File: src/rtl/mcoc_boot_pkg.sv
// Shared definitions for the boot ROM loader: FSM encoding, ROM capacity default,
// halfword write masks and the RAM write payload record.
package mcoc_boot_pkg;

   localparam logic [2:0] ST_IDLE  = 3'd0;
   localparam logic [2:0] ST_SIZE  = 3'd1;
   localparam logic [2:0] ST_FETCH = 3'd2;
   localparam logic [2:0] ST_WRITE = 3'd3;
   localparam logic [2:0] ST_DONE  = 3'd4;

   localparam int ROM_HW_MAX_DEF = 256;

   localparam logic [1:0] WMSK_FULL = 2'b11;
   localparam logic [1:0] WMSK_LO   = 2'b01;

   typedef struct packed {
      logic [31:0] wdat;
      logic [1:0]  wmsk;
   } ram_wr_t;

   function automatic logic [15:0] clamp_siz(input logic [15:0] siz, input logic [15:0] max_hw);
      return (siz > max_hw) ? max_hw : siz;
   endfunction

endpackage

File: src/rtl/boot_ram_wr_if.sv
// RAM write port holding register: captures one word, keeps req/adr/wdat/wmsk
// stable until the RAM acknowledges, then advances the destination address.
module boot_ram_wr_if
   import mcoc_boot_pkg::*;
#(
   parameter logic [15:0] DST_BASE = 16'h0000
) (
   input  logic        clk,
   input  logic        rst_n,
   input  logic        init_i,
   input  logic        load_i,
   input  ram_wr_t     wr_i,
   input  logic        ack_i,
   output logic        req_o,
   output logic [15:0] adr_o,
   output logic [31:0] wdat_o,
   output logic [1:0]  wmsk_o,
   output logic        accept_o
);

   logic        req_q,  req_d;
   logic [15:0] adr_q,  adr_d;
   logic [31:0] wdat_q, wdat_d;
   logic [1:0]  wmsk_q, wmsk_d;

   // an ack without an outstanding request never counts
   assign accept_o = req_q & ack_i;

   always_comb begin
      req_d  = req_q;
      adr_d  = adr_q;
      wdat_d = wdat_q;
      wmsk_d = wmsk_q;
      if (init_i) begin
         adr_d = DST_BASE;
      end
      if (load_i) begin
         req_d  = 1'b1;
         wdat_d = wr_i.wdat;
         wmsk_d = wr_i.wmsk;
      end
      if (accept_o) begin
         req_d = 1'b0;
         adr_d = adr_q + 16'd2;
      end
   end

   always_ff @(posedge clk or negedge rst_n) begin
      if (!rst_n) begin
         req_q  <= 1'b0;
         adr_q  <= DST_BASE;
         wdat_q <= '0;
         wmsk_q <= '0;
      end else begin
         req_q  <= req_d;
         adr_q  <= adr_d;
         wdat_q <= wdat_d;
         wmsk_q <= wmsk_d;
      end
   end

   assign req_o  = req_q;
   assign adr_o  = adr_q;
   assign wdat_o = wdat_q;
   assign wmsk_o = wmsk_q;

endmodule

File: src/rtl/boot_rom_loader.sv
// Copies the boot ROM image into program RAM after reset (or on ld_start_i),
// then releases the CPU core from reset.
module boot_rom_loader
   import mcoc_boot_pkg::*;
#(
   parameter logic [15:0] DST_BASE   = 16'h0000,
   parameter bit          AUTO_START = 1'b1,
   parameter int          ROM_HW_MAX = ROM_HW_MAX_DEF
) (
   input  logic        clk,
   input  logic        rst_n,
   input  logic        ld_start_i,
   output logic        rom_fcmdl_o,
   output logic [7:0]  rom_adr_o,
   input  logic [31:0] rom_dat_i,
   input  logic [15:0] rom_siz_i,
   output logic        ram_req_o,
   output logic [15:0] ram_adr_o,
   output logic [31:0] ram_wdat_o,
   output logic [1:0]  ram_wmsk_o,
   input  logic        ram_ack_i,
   output logic        ld_busy_o,
   output logic        ld_done_o,
   output logic        cpu_rst_n_o
);

   localparam logic [2:0]  ST_RST = AUTO_START ? ST_SIZE : ST_IDLE;
   localparam logic [15:0] HW_MAX = 16'(ROM_HW_MAX);

   logic [2:0]  state_q,   state_d;
   logic [15:0] cnt_q,     cnt_d;
   logic [7:0]  rom_adr_q, rom_adr_d;
   logic        busy_q,    busy_d;
   logic        done_q,    done_d;
   logic        cpu_rst_n_q, cpu_rst_n_d;

   logic        full;
   logic [15:0] step;
   logic [15:0] cnt_left;
   logic [15:0] siz_clamped;
   logic        wr_init;
   logic        wr_load;
   logic        wr_accept;
   ram_wr_t     wr_word;

   assign full        = (cnt_q >= 16'd2);
   assign step        = full ? 16'd2 : cnt_q;
   assign cnt_left    = cnt_q - step;
   assign siz_clamped = clamp_siz(rom_siz_i, HW_MAX);

   // odd tail: 16-bit ROM read, only the low halfword is written
   assign wr_word.wdat = full ? rom_dat_i : {16'h0000, rom_dat_i[15:0]};
   assign wr_word.wmsk = full ? WMSK_FULL : WMSK_LO;

   always_comb begin
      state_d     = state_q;
      cnt_d       = cnt_q;
      rom_adr_d   = rom_adr_q;
      busy_d      = busy_q;
      done_d      = done_q;
      cpu_rst_n_d = cpu_rst_n_q;
      wr_init     = 1'b0;
      wr_load     = 1'b0;
      case (state_q)
         ST_IDLE: begin
            if (ld_start_i) state_d = ST_SIZE;
         end
         ST_SIZE: begin
            cnt_d       = siz_clamped;
            rom_adr_d   = '0;
            busy_d      = 1'b1;
            done_d      = 1'b0;
            cpu_rst_n_d = 1'b0;
            wr_init     = 1'b1;
            state_d     = (siz_clamped == 16'd0) ? ST_DONE : ST_FETCH;
         end
         ST_FETCH: begin
            wr_load = 1'b1;
            state_d = ST_WRITE;
         end
         ST_WRITE: begin
            if (wr_accept) begin
               cnt_d = cnt_left;
               // the final word leaves rom_adr in place so it never steps past the ROM end
               if (cnt_left == 16'd0) begin
                  state_d = ST_DONE;
               end else begin
                  rom_adr_d = rom_adr_q + 8'd2;
                  state_d   = ST_FETCH;
               end
            end
         end
         ST_DONE: begin
            busy_d      = 1'b0;
            done_d      = 1'b1;
            cpu_rst_n_d = 1'b1;
            state_d     = ST_IDLE;
         end
         default: state_d = ST_IDLE;
      endcase
   end

   always_ff @(posedge clk or negedge rst_n) begin
      if (!rst_n) begin
         state_q     <= ST_RST;
         cnt_q       <= '0;
         rom_adr_q   <= '0;
         busy_q      <= 1'b0;
         done_q      <= 1'b0;
         cpu_rst_n_q <= 1'b0;
      end else begin
         state_q     <= state_d;
         cnt_q       <= cnt_d;
         rom_adr_q   <= rom_adr_d;
         busy_q      <= busy_d;
         done_q      <= done_d;
         cpu_rst_n_q <= cpu_rst_n_d;
      end
   end

   boot_ram_wr_if #(
      .DST_BASE (DST_BASE)
   ) u_wr (
      .clk      (clk),
      .rst_n    (rst_n),
      .init_i   (wr_init),
      .load_i   (wr_load),
      .wr_i     (wr_word),
      .ack_i    (ram_ack_i),
      .req_o    (ram_req_o),
      .adr_o    (ram_adr_o),
      .wdat_o   (ram_wdat_o),
      .wmsk_o   (ram_wmsk_o),
      .accept_o (wr_accept)
   );

   assign rom_fcmdl_o = full;
   assign rom_adr_o   = rom_adr_q;
   assign ld_busy_o   = busy_q;
   assign ld_done_o   = done_q;
   assign cpu_rst_n_o = cpu_rst_n_q;

endmodule

File: config.mk
export PLATFORM = sky130hd
export DESIGN_NAME = boot_rom_loader
export DESIGN_NICKNAME = d
export VERILOG_FILES = /design/src/rtl/mcoc_boot_pkg.sv /design/src/rtl/boot_ram_wr_if.sv /design/src/rtl/boot_rom_loader.sv
export SDC_FILE = /design/constraint.sdc
export NUM_CORES = 1
export LEC_CHECK = 0
export CAP_MARGIN = 20
export CELL_PAD_IN_SITES_DETAIL_PLACEMENT = 0
export CELL_PAD_IN_SITES_GLOBAL_PLACEMENT = 1
export CORE_MARGIN = 4
export CORE_UTILIZATION = 34
export CTS_BUF_LIST = sky130_fd_sc_hd__clkbuf_4 sky130_fd_sc_hd__clkbuf_8 sky130_fd_sc_hd__clkbuf_16
export DETAILED_ROUTE_END_ITERATION = 8
export GPL_TIMING_DRIVEN = 1
export PLACE_DENSITY_LB_ADDON = 0.1
export RECOVER_POWER = 100
export SYNTH_ARGS = -nofsm -noshare
export SYNTH_HDL_FRONTEND = slang
export SYNTH_SLANG_ARGS = --single-unit
File: constraint.sdc
create_clock -name clk -period 4.7 [get_ports clk]
set_clock_uncertainty 0.1 [all_clocks]
set_input_delay 0.94 -clock clk [delete_from_list [all_inputs] [get_ports clk]]
set_output_delay 0.94 -clock clk [all_outputs]
set_load 0.01 [all_outputs]
# [Word-level counts from Yosys, hierarchy flattened]
# Index checks and enable logic that the tools add are counted.
[totals] regBits=80 input_bits=52 word_cells=54
[classes] n_addsub=3 magnitude_cmp=2 eq_ne=7 mux=22 bitwise=1 reduce_logical=10
[ops] cell="two-way mux 16 bit" n=5
[ops] cell="zero test 16 bit" n=2
[ops] cell="two-way mux 32 bit" n=1
[ops] cell="case mux 16 bit (2 select lines)" n=1
[ops] cell="adder 16 x 2 -> 16 bit, second input constant" n=1
[ops] cell=">= comparator 16 x 2 -> 1 bit, second input constant" n=1
[ops] cell="greater-than comparator 16 x 9 -> 1 bit, second input constant" n=1
[ops] cell="two-way mux 8 bit" n=2
[ops] cell="case mux 8 bit (2 select lines)" n=1
[ops] cell="subtractor 16 bit" n=1
[ops] cell="two-way mux 3 bit" n=4
[ops] cell="case mux 3 bit (4 select lines)" n=1
[ops] cell="adder 8 x 2 -> 8 bit, second input constant" n=1
[ops] cell="nonzero test 2 bit" n=4
[ops] cell="== test 3 x 2 -> 1 bit, second input constant" n=2
[ops] cell="two-way mux 1 bit" n=4
[ops] cell="!= test 2 bit, second input constant" n=2
[ops] cell="case mux 1 bit (2 select lines)" n=2
[ops] cell="AND reduction 2 bit" n=2
[ops] cell="== test 3 x 1 -> 1 bit, second input constant" n=1
[ops] cell="== test 3 bit, second input constant" n=1
[ops] cell="zero test 3 bit" n=1
[ops] cell="AND reduction 3 bit" n=1
[ops] cell="two-way mux 2 bit" n=1
[ops] cell="other kinds (2)" n=2

# [Depth between registers and ports, before layout]
# Gate-level depths: netlist of the first run.
[logic_depth] depth_word=7 depth_mapped=15 mapped_depth_nobuf=12

# [Hierarchy]
# From an unflattened synthesis of the first run, not the netlist that was laid out.
[hier_totals] hier_cells=394 area_unflattened_um2=4017.6
[by_module_without_submodules] module="boot_ram_wr_if" n_inst=1 cells_each=153 area_each_um2=2058.2
[by_module_without_submodules] module="boot_rom_loader" n_inst=1 cells_each=241 area_each_um2=1959.4

# [Worst setup path before layout of the first run]
# OpenSTA, ideal clock, no wires.
[synth_path] kind="register to register" from="reg cnt_q[4]" to="reg state_q[1]" setup_time_ns=0.132 arrival_time_ns=3.523 setup_slack_ns=0.944 stages_incl_launch_ff=14 path_buffers=1 period_less_slack_ns=3.756 path_cell_list="dfrtp_1 > or4_1 > or3_4 > nor2_1 > clkbuf_1 > or2_2 > ha_1 > nor4_1 > nand2_1 > a211oi_1 > o211ai_1 > or4b_1 > o21ai_0 > a21oi_1"
[synth_between] elab_chain_len=7
[synth_rtl] element="from (decl)" line="boot_rom_loader.sv:31" text="logic [15:0] cnt_q, cnt_d;"
[synth_rtl] element="from (signal assigned)" line="boot_rom_loader.sv:113" text="cnt_q <= cnt_d;"
[synth_rtl] element=">= comparator 16 x 2 -> 1 bit" line="boot_rom_loader.sv:46" text="assign full = (cnt_q >= 16'd2);"
[synth_rtl] element="two-way mux 16 bit" line="boot_rom_loader.sv:47" text="assign step = full ? 16'd2 : cnt_q;"
[synth_rtl] element="subtractor 16 bit *" line="boot_rom_loader.sv:48" text="assign cnt_left = cnt_q - step;"
[synth_rtl] element="zero test 16 bit *" line="boot_rom_loader.sv:85" text="if (cnt_left == 16'd0) begin"
[synth_rtl] element="two-way mux 3 bit *" line="boot_rom_loader.sv:85"
[synth_rtl] element="two-way mux 3 bit *" line="boot_rom_loader.sv:82" text="if (wr_accept) begin"
[synth_rtl] element="case mux 3 bit (4 select lines) *" line="boot_rom_loader.sv:64" text="case (state_q)"
[synth_rtl] element="to (signal assigned)" line="boot_rom_loader.sv:112" text="state_q <= state_d;"
[synth_rtl] element="to (decl)" line="boot_rom_loader.sv:30" text="logic [2:0] state_q, state_d;"
# Every way passes the cells marked *; elsewhere a longest branch is shown, timed or not. The select of a mux whose other input is x is not followed.
# A chain may end at the register's enable or synchronous reset.

# [Worst setup path after layout of the first run]
[layout_path] from="reg cnt_q[4]" to="reg rom_adr_q[3] (netlist: rom_adr_o[3])"
[layout_between] elab_chain_len=6
[layout_rtl] element=">= comparator 16 x 2 -> 1 bit" line="boot_rom_loader.sv:46"
[layout_rtl] element="two-way mux 16 bit" line="boot_rom_loader.sv:47"
[layout_rtl] element="subtractor 16 bit *" line="boot_rom_loader.sv:48"
[layout_rtl] element="zero test 16 bit *" line="boot_rom_loader.sv:85"
[layout_rtl] element="!= test 2 bit (no line) *"
[layout_rtl] element="AND reduction 3 bit (no line) *"
[layout_rtl] element="to (signal assigned)" line="boot_rom_loader.sv:114" text="rom_adr_q <= rom_adr_d;"
[layout_rtl] element="to (decl)" line="boot_rom_loader.sv:32" text="logic [7:0] rom_adr_q, rom_adr_d;"
# Every way passes the cells marked *; elsewhere a longest branch is shown, timed or not.

==> results of run 1 <==
-- layout by cell type, fill, tap and decap left out, types with 3 or more instances in the layout --
cell type	Yosys	routed
a31oi_1	6	6
nand2b_1	4	4
and3_1	3	3
nand4_1	6	6
a21oi_1	21	21
inv_1	5	5
o211ai_1	3	3
or3_1	9	10
clkdlybuf4s50_1	0	48
nor4_1	9	9
dlygate4sd3_1	0	63
clkbuf_16	0	9
o31ai_1	4	4
nor2b_1	3	3
dfrtp_1	77	77
clkbuf_1	23	3
mux2i_1	3	3
nand2_1	122	122
nor2_1	22	22
and2_0	0	3
nand3_1	18	18
ha_1	3	3
nor3_1	12	12
buf_4	3	5
conb_1	2	3
o21ai_0	61	61
-- metal layers --
layer  vias to the layer above  wire length (um)  GRT usage [%]
li1                       1794                 -              -
met4                         0               139           4.20
met5                         -                 0              0
met2                        96              4880           26.9
met1                      1702              4960           21.9
met3                        12               607           4.92
-- layout make-up --
class	instances	area share, %
Clock buffer	11	4.57
Timing Repair Buffer	120	21.9
Multi-Input combinational cell	345	32.5
Sequential cell	78	36.2
Inverter	5	0.348
Tap cell	140	3.25
Clock inverter	5	1.23
-- through the flow --
stage | area [um^2] | hold WS, ps | setup WS, ps | util (%)
after global routing | 5400 | 381 | 177 | 49.1
after floorplan | 3860 | 367 | 944 | -
final | 5400 | 366 | 594 | 49.1
after global placement | 5080 | 349 | 758 | 46.3
after CTS | 5400 | 376 | 666 | 49.1
after detailed placement | 5080 | 360 | 695 | 46.3
-- power groups by stage --
| stage | combinational [mW] | clock [mW] | sequential (mW) |
|---|---|---|---|
| 5_1_grt | 1.53 | 0.772 | 1.15 |
| 3_5_place_dp | 1.45 | 0 | 1.13 |
| 4_1_cts | 1.45 | 0.747 | 1.12 |
| 6_report | 1.36 | 0.724 | 1.10 |
| 2_1_floorplan | 0.773 | 0 | 1.14 |
| 3_3_place_gp | 1.44 | 0 | 1.12 |
-- worst max-delay path, stage by stage (launching register included) --
cell	delay [ps]
dfrtp_1	440
or4_1	390
or3_1	230
nor2_1	70
or2_2	270
ha_1	270
nor3_1	720
nand2_1	280
a311oi_1	470
nor4_2	100
buf_4	190
or3_1	340
a21oi_1	150
-- kinds of logic after synthesis --
kind of cell / Yosys count / share of synthesized area (%)
simple gates: 224 / 27.1
mux: 3 / 0.778
xor+xnor: 2 / 0.454
compound gates: 110 / 16.2
other cells: 2 / 0.195
flops: 78 / 50.6
buf+inv: 33 / 3.73
fa+ha+maj: 3 / 0.973
-- path summary, 6_finish.rpt --
check | to | slack, ps | depth (start not counted)
max in group asynchronous | cnt_q[11]$_DFFE_PN0P_ | 2250 | 1
setup / recovery | rom_adr_o[3]$_DFFE_PN0P_ | 590 | 12
hold reg to reg | u_wr.wdat_o[6]$_DFFE_PN0P_ | 370 | 2
setup reg to reg | rom_adr_o[3]$_DFFE_PN0P_ | 590 | 12
hold / removal | u_wr.wdat_o[6]$_DFFE_PN0P_ | 370 | 2
min in group asynchronous | u_wr.wdat_o[26]$_DFFE_PN0P_ | 1080 | 1
-- sequential cells by signal, summed over array words and instances, names as in the netlist --
register     cells
cnt_q           16
cpu_rst_n_o      1
ld_busy_o        1
rom_adr_o        7
state_q          3
u_wr.adr_o      15
u_wr.req_o       1
u_wr.wdat_o     32
u_wr.wmsk_o      2
==> impl_metrics.toml, run 1 <==
[placed_design]
gp_congestion = 0.829
dp_cells = 687
dp_hpwl_um = 7540
port-buffer-count = 112

[yosys]
yosys.area.top_type = "dfrtp_1"
yosysSeqAreaShare_pct = 50.6
synth-main-ff-cell = "dfrtp_1"
syn_area_per_cell_um2 = 8.48
synth_edf_count = 0
netlist_instances = 455
async_reset_ff_share_pct = 100
ys_seq_elements = 78
netlist.area_leader.share_pct = 49.9
synth_common_cells = "nand2_1, dfrtp_1, o21ai_0"
post-synth-top-count-cell = "nand2_1"
yosysWarnings = 0
synth_cell_types = 50
synth_area_um2 = 3860
synthTopCellsByArea = "dfrtp_1, nand2_1, o21ai_0, a21oi_1, nand3_1"

[cts]
cts_setup_buffers = 0
tritoncts = "done"
root_buffer = "clkbuf_16"
clk_path_buf_depth = 2
path_clk_slew_ps = 60
cts.sinks = 78
numCtsBuffers = 9
ctsHoldBuffers = 0
h-tree-depth = 3
post_cts_resized = 0
clkLatencyLatePin_ps = 330

[routing]
drc_errors = 0
drt_iter0_markers = 236
vias = 3604
viasPerCell = 5.12
wl_per_cell_um = 15.0
first_pass_iters = 5
wl_um = 10600
antenna_left = 0

[die]
coreArea_um2 = 11000
pin_count = 115
rows = 38
die_height_um = 115
die_area_um2 = 13100
start_util_pct = 35.1
die_w_um = 115

[critical_path]
critPathLaunch = "cnt_q[4]$_DFFE_PN0P_"
critPathKind = "reg2reg"
cp_data_required_time_ps = 4860
crit_arrival_ps = 4270
startpoint_type = "flip-flop"
crit_fanout = 13
endpoint_kind = "flip-flop"
r2r_start = "cnt_q[4]$_DFFE_PN0P_"

[sta]
rsz0062_at_grt = "no"
slew_headroom_pct = -35.8
period_needed_ps = 4110
setup_tns_ps = 0
period_share_pct = 87.4
finalSetupViolCount = 0
fmax_mhz = 244
hold_violations = 0
worstMarginPinSlew_ps = 2040
drv_slew = 36

[global_route]
antenna_found_initial = 0
grt_pass1_vias = 3636
gr-total-overflow = 0
track_usage_pct = 16.6
grt_max_degree = 79
grt_pass1_wl_um = 17700

[worst_hold_path]
worstHoldPathType = "reg2reg"
min_from = "u_wr.wdat_o[6]$_DFFE_PN0P_"

[power_and_ir_drop]
peakVddDrop_uv = 247
powerDensity_nw_per_um2 = 591
combPwrFrac_pct = 42.6
p_int_mw = 1.91
leakagePower_nw = 2.34
pwr-share-seq_pct = 34.7
finalPower_mw = 3.19
p_clk_share_pct = 22.7
p_sw_share_pct = 40.1
power.net_switching_mw = 1.28

[final_layout]
multi_input_area_um2 = 1760
num_antenna_cells = 0
fillerInstances = 1112
drive_gt1_share_pct = 4.79
areaGrowthSynthToFinish_pct = 39.8
layout.nets = 614
regArea_um2 = 1950
instances_no_fill = 704

[job]
max_cap_violations = 1

[run_status]
violations = "capacitance limit, slew limit"
status = "finished, violations left"
Power figures use the tool's default switching activity.
==> inputs of run 2 (changes only) <==
SKIP_CTS_REPAIR_TIMING = 1   (was not set)
SLEW_MARGIN = 20   (was not set)
==> run 2 against run 1 <==
- the run still ends with capacitance limit, slew limit left
- final cell count shrank 0.14%
- setup slack gained 0.52 ps
- clock power is essentially flat
- global-route usage is the same
- final area shrank 0.35%
- worst hold slack is essentially flat
- non-clock buffer count shrank 1
- core utilization shrank 0.17 points
- clock-buffer cell count is the same
- total power is essentially flat
- sequential power is essentially flat
- critical endpoint unchanged
- largest power group unchanged
==> impl_metrics.toml, run 2 (synthesized netlist as in run 1, its figures left out) <==
[run_status]
status = "finished, violations left"
violations = "capacitance limit, slew limit"

[power_and_ir_drop]
powerDensity_nw_per_um2 = 593
leakagePower_nw = 2.33
peakVddDrop_uv = 247

[routing]
drc_errors = 0
first_pass_iters = 4
viasPerCell = 5.14
antenna_left = 0
vias = 3615
wl_per_cell_um = 15.0
wl_um = 10600
drt_iter0_markers = 265

[final_layout]
regArea_um2 = 1950
fillerInstances = 1113
layout.nets = 613
final_cell_mix = "nand2_1, dfrtp_1, dlygate4sd3_1"
layout_commonest_cell = "nand2_1"
largest_reg_flops = 32
drive_gt1_share_pct = 4.80
num_antenna_cells = 0
multi_input_area_um2 = 1760
areaGrowthSynthToFinish_pct = 39.3

[sta]
period_needed_ps = 4110
rsz0062_at_grt = "no"
fmax_mhz = 244
drv_slew = 79
slew_headroom_pct = -27.9
finalSetupViolCount = 0
period_share_pct = 87.4
hold_violations = 0
setup_tns_ps = 0
setup_ws_ps = 594
worstMarginPinSlew_ps = 1920
whs_ps = 366

[die]
die_height_um = 115
start_util_pct = 35.1
die_area_um2 = 13100
rows = 38
pin_count = 115
die_w_um = 115
coreArea_um2 = 11000

[global_route]
gr-total-overflow = 0
grt_pass1_wl_um = 17700
track_usage_pct = 16.6
antenna_found_initial = 0
grt_pass1_vias = 3636
grt_max_degree = 79

[critical_path]
critPathKind = "reg2reg"
cp_data_required_time_ps = 4860
cp_slowest_cell = "nor3_1"
endpoint_kind = "flip-flop"
crit_buf_inv = 1
startpoint_type = "flip-flop"
crit_arrival_ps = 4270
crit_fanout = 13
cp_common_cell = "or3_1"
worstPathCellList = "or4_1, or3_1, nor2_1, or2_2, ha_1, nor3_1, nand2_1, a311oi_1, nor4_2, buf_4, or3_1, a21oi_1"
slowest_delay_ps = 720
crit_family = "simple AND/OR/NAND/NOR gates"

[cts]
numCtsBuffers = 9
cts.sinks = 78
clkLatencyLatePin_ps = 340
tritoncts = "done"
root_buffer = "clkbuf_16"
path_clk_slew_ps = 60
clk_path_buf_depth = 2
h-tree-depth = 3

[placed_design]
dp_hpwl_um = 7540
port-buffer-count = 112
gp_congestion = 0.829
pre_cts_slack_ps = 695

[job]
max_cap_violations = 1

[worst_hold_path]
worstHoldPathType = "reg2reg"
==> run 2: changes by cell type in the layout (fill, tap and decap cells not counted), sizes merged <==
cell and delta:
buf -1
==> run 2: power by group <==
group          switching (mW)  internal (mW)
Clock                   0.287          0.438
Sequential              0.202          0.902
Combinational           0.789          0.568
==> run 2: worst paths after layout <==
kind                                            startpoint                     endpoint  slack [ps]  cells after the start
worst max-delay path                  cnt_q[4]$_DFFE_PN0P_     rom_adr_o[3]$_DFFE_PN0P_         590                     12
worst min register to register  u_wr.wdat_o[6]$_DFFE_PN0P_   u_wr.wdat_o[6]$_DFFE_PN0P_         370                      2
min in group asynchronous                            rst_n  u_wr.wdat_o[28]$_DFFE_PN0P_        1030                      1
max in group asynchronous                            rst_n   u_wr.wdat_o[9]$_DFFE_PN0P_        2330                      1
worst min-delay path            u_wr.wdat_o[6]$_DFFE_PN0P_   u_wr.wdat_o[6]$_DFFE_PN0P_         370                      2
worst max register to register        cnt_q[4]$_DFFE_PN0P_     rom_adr_o[3]$_DFFE_PN0P_         590                     12
==> run 2: cell type report <==
class / count / area share (%)
well taps: 140 / 3.26
clock buffers: 11 / 4.58
flip-flops and latches: 78 / 36.3
inverters: 5 / 0.349
clock inverters: 5 / 1.23
multi-input cells: 345 / 32.7
repair buffers: 119 / 21.6
==> run 2: metrics by stage <==
stage	power [mW]	utilization, %	instance area [um^2]	std cells
final	3.19	49.0	5380	703
after global routing	3.45	49.0	5380	703
after CTS	3.32	49.1	5400	703
after detailed placement	2.57	46.3	5080	687
after global placement	2.55	46.3	5080	687
after floorplan	1.91	-	3860	456
==> run 2: layer usage <==
layer,wire length [um],GRT usage [%],vias up,share of wire [%]
met3,663,4.92,12,6.3
met5,0,0,-,0
met1,4910,21.9,1711,46
li1,-,-,1791,-
met4,125,4.20,0,1.2
met2,4860,26.9,101,46
==> run 2: tightest hold or removal path, stage by stage, from the launching register on <==
cell and delay (ps):
dfrtp_1 330, nand2_1 50, nand2_1 50
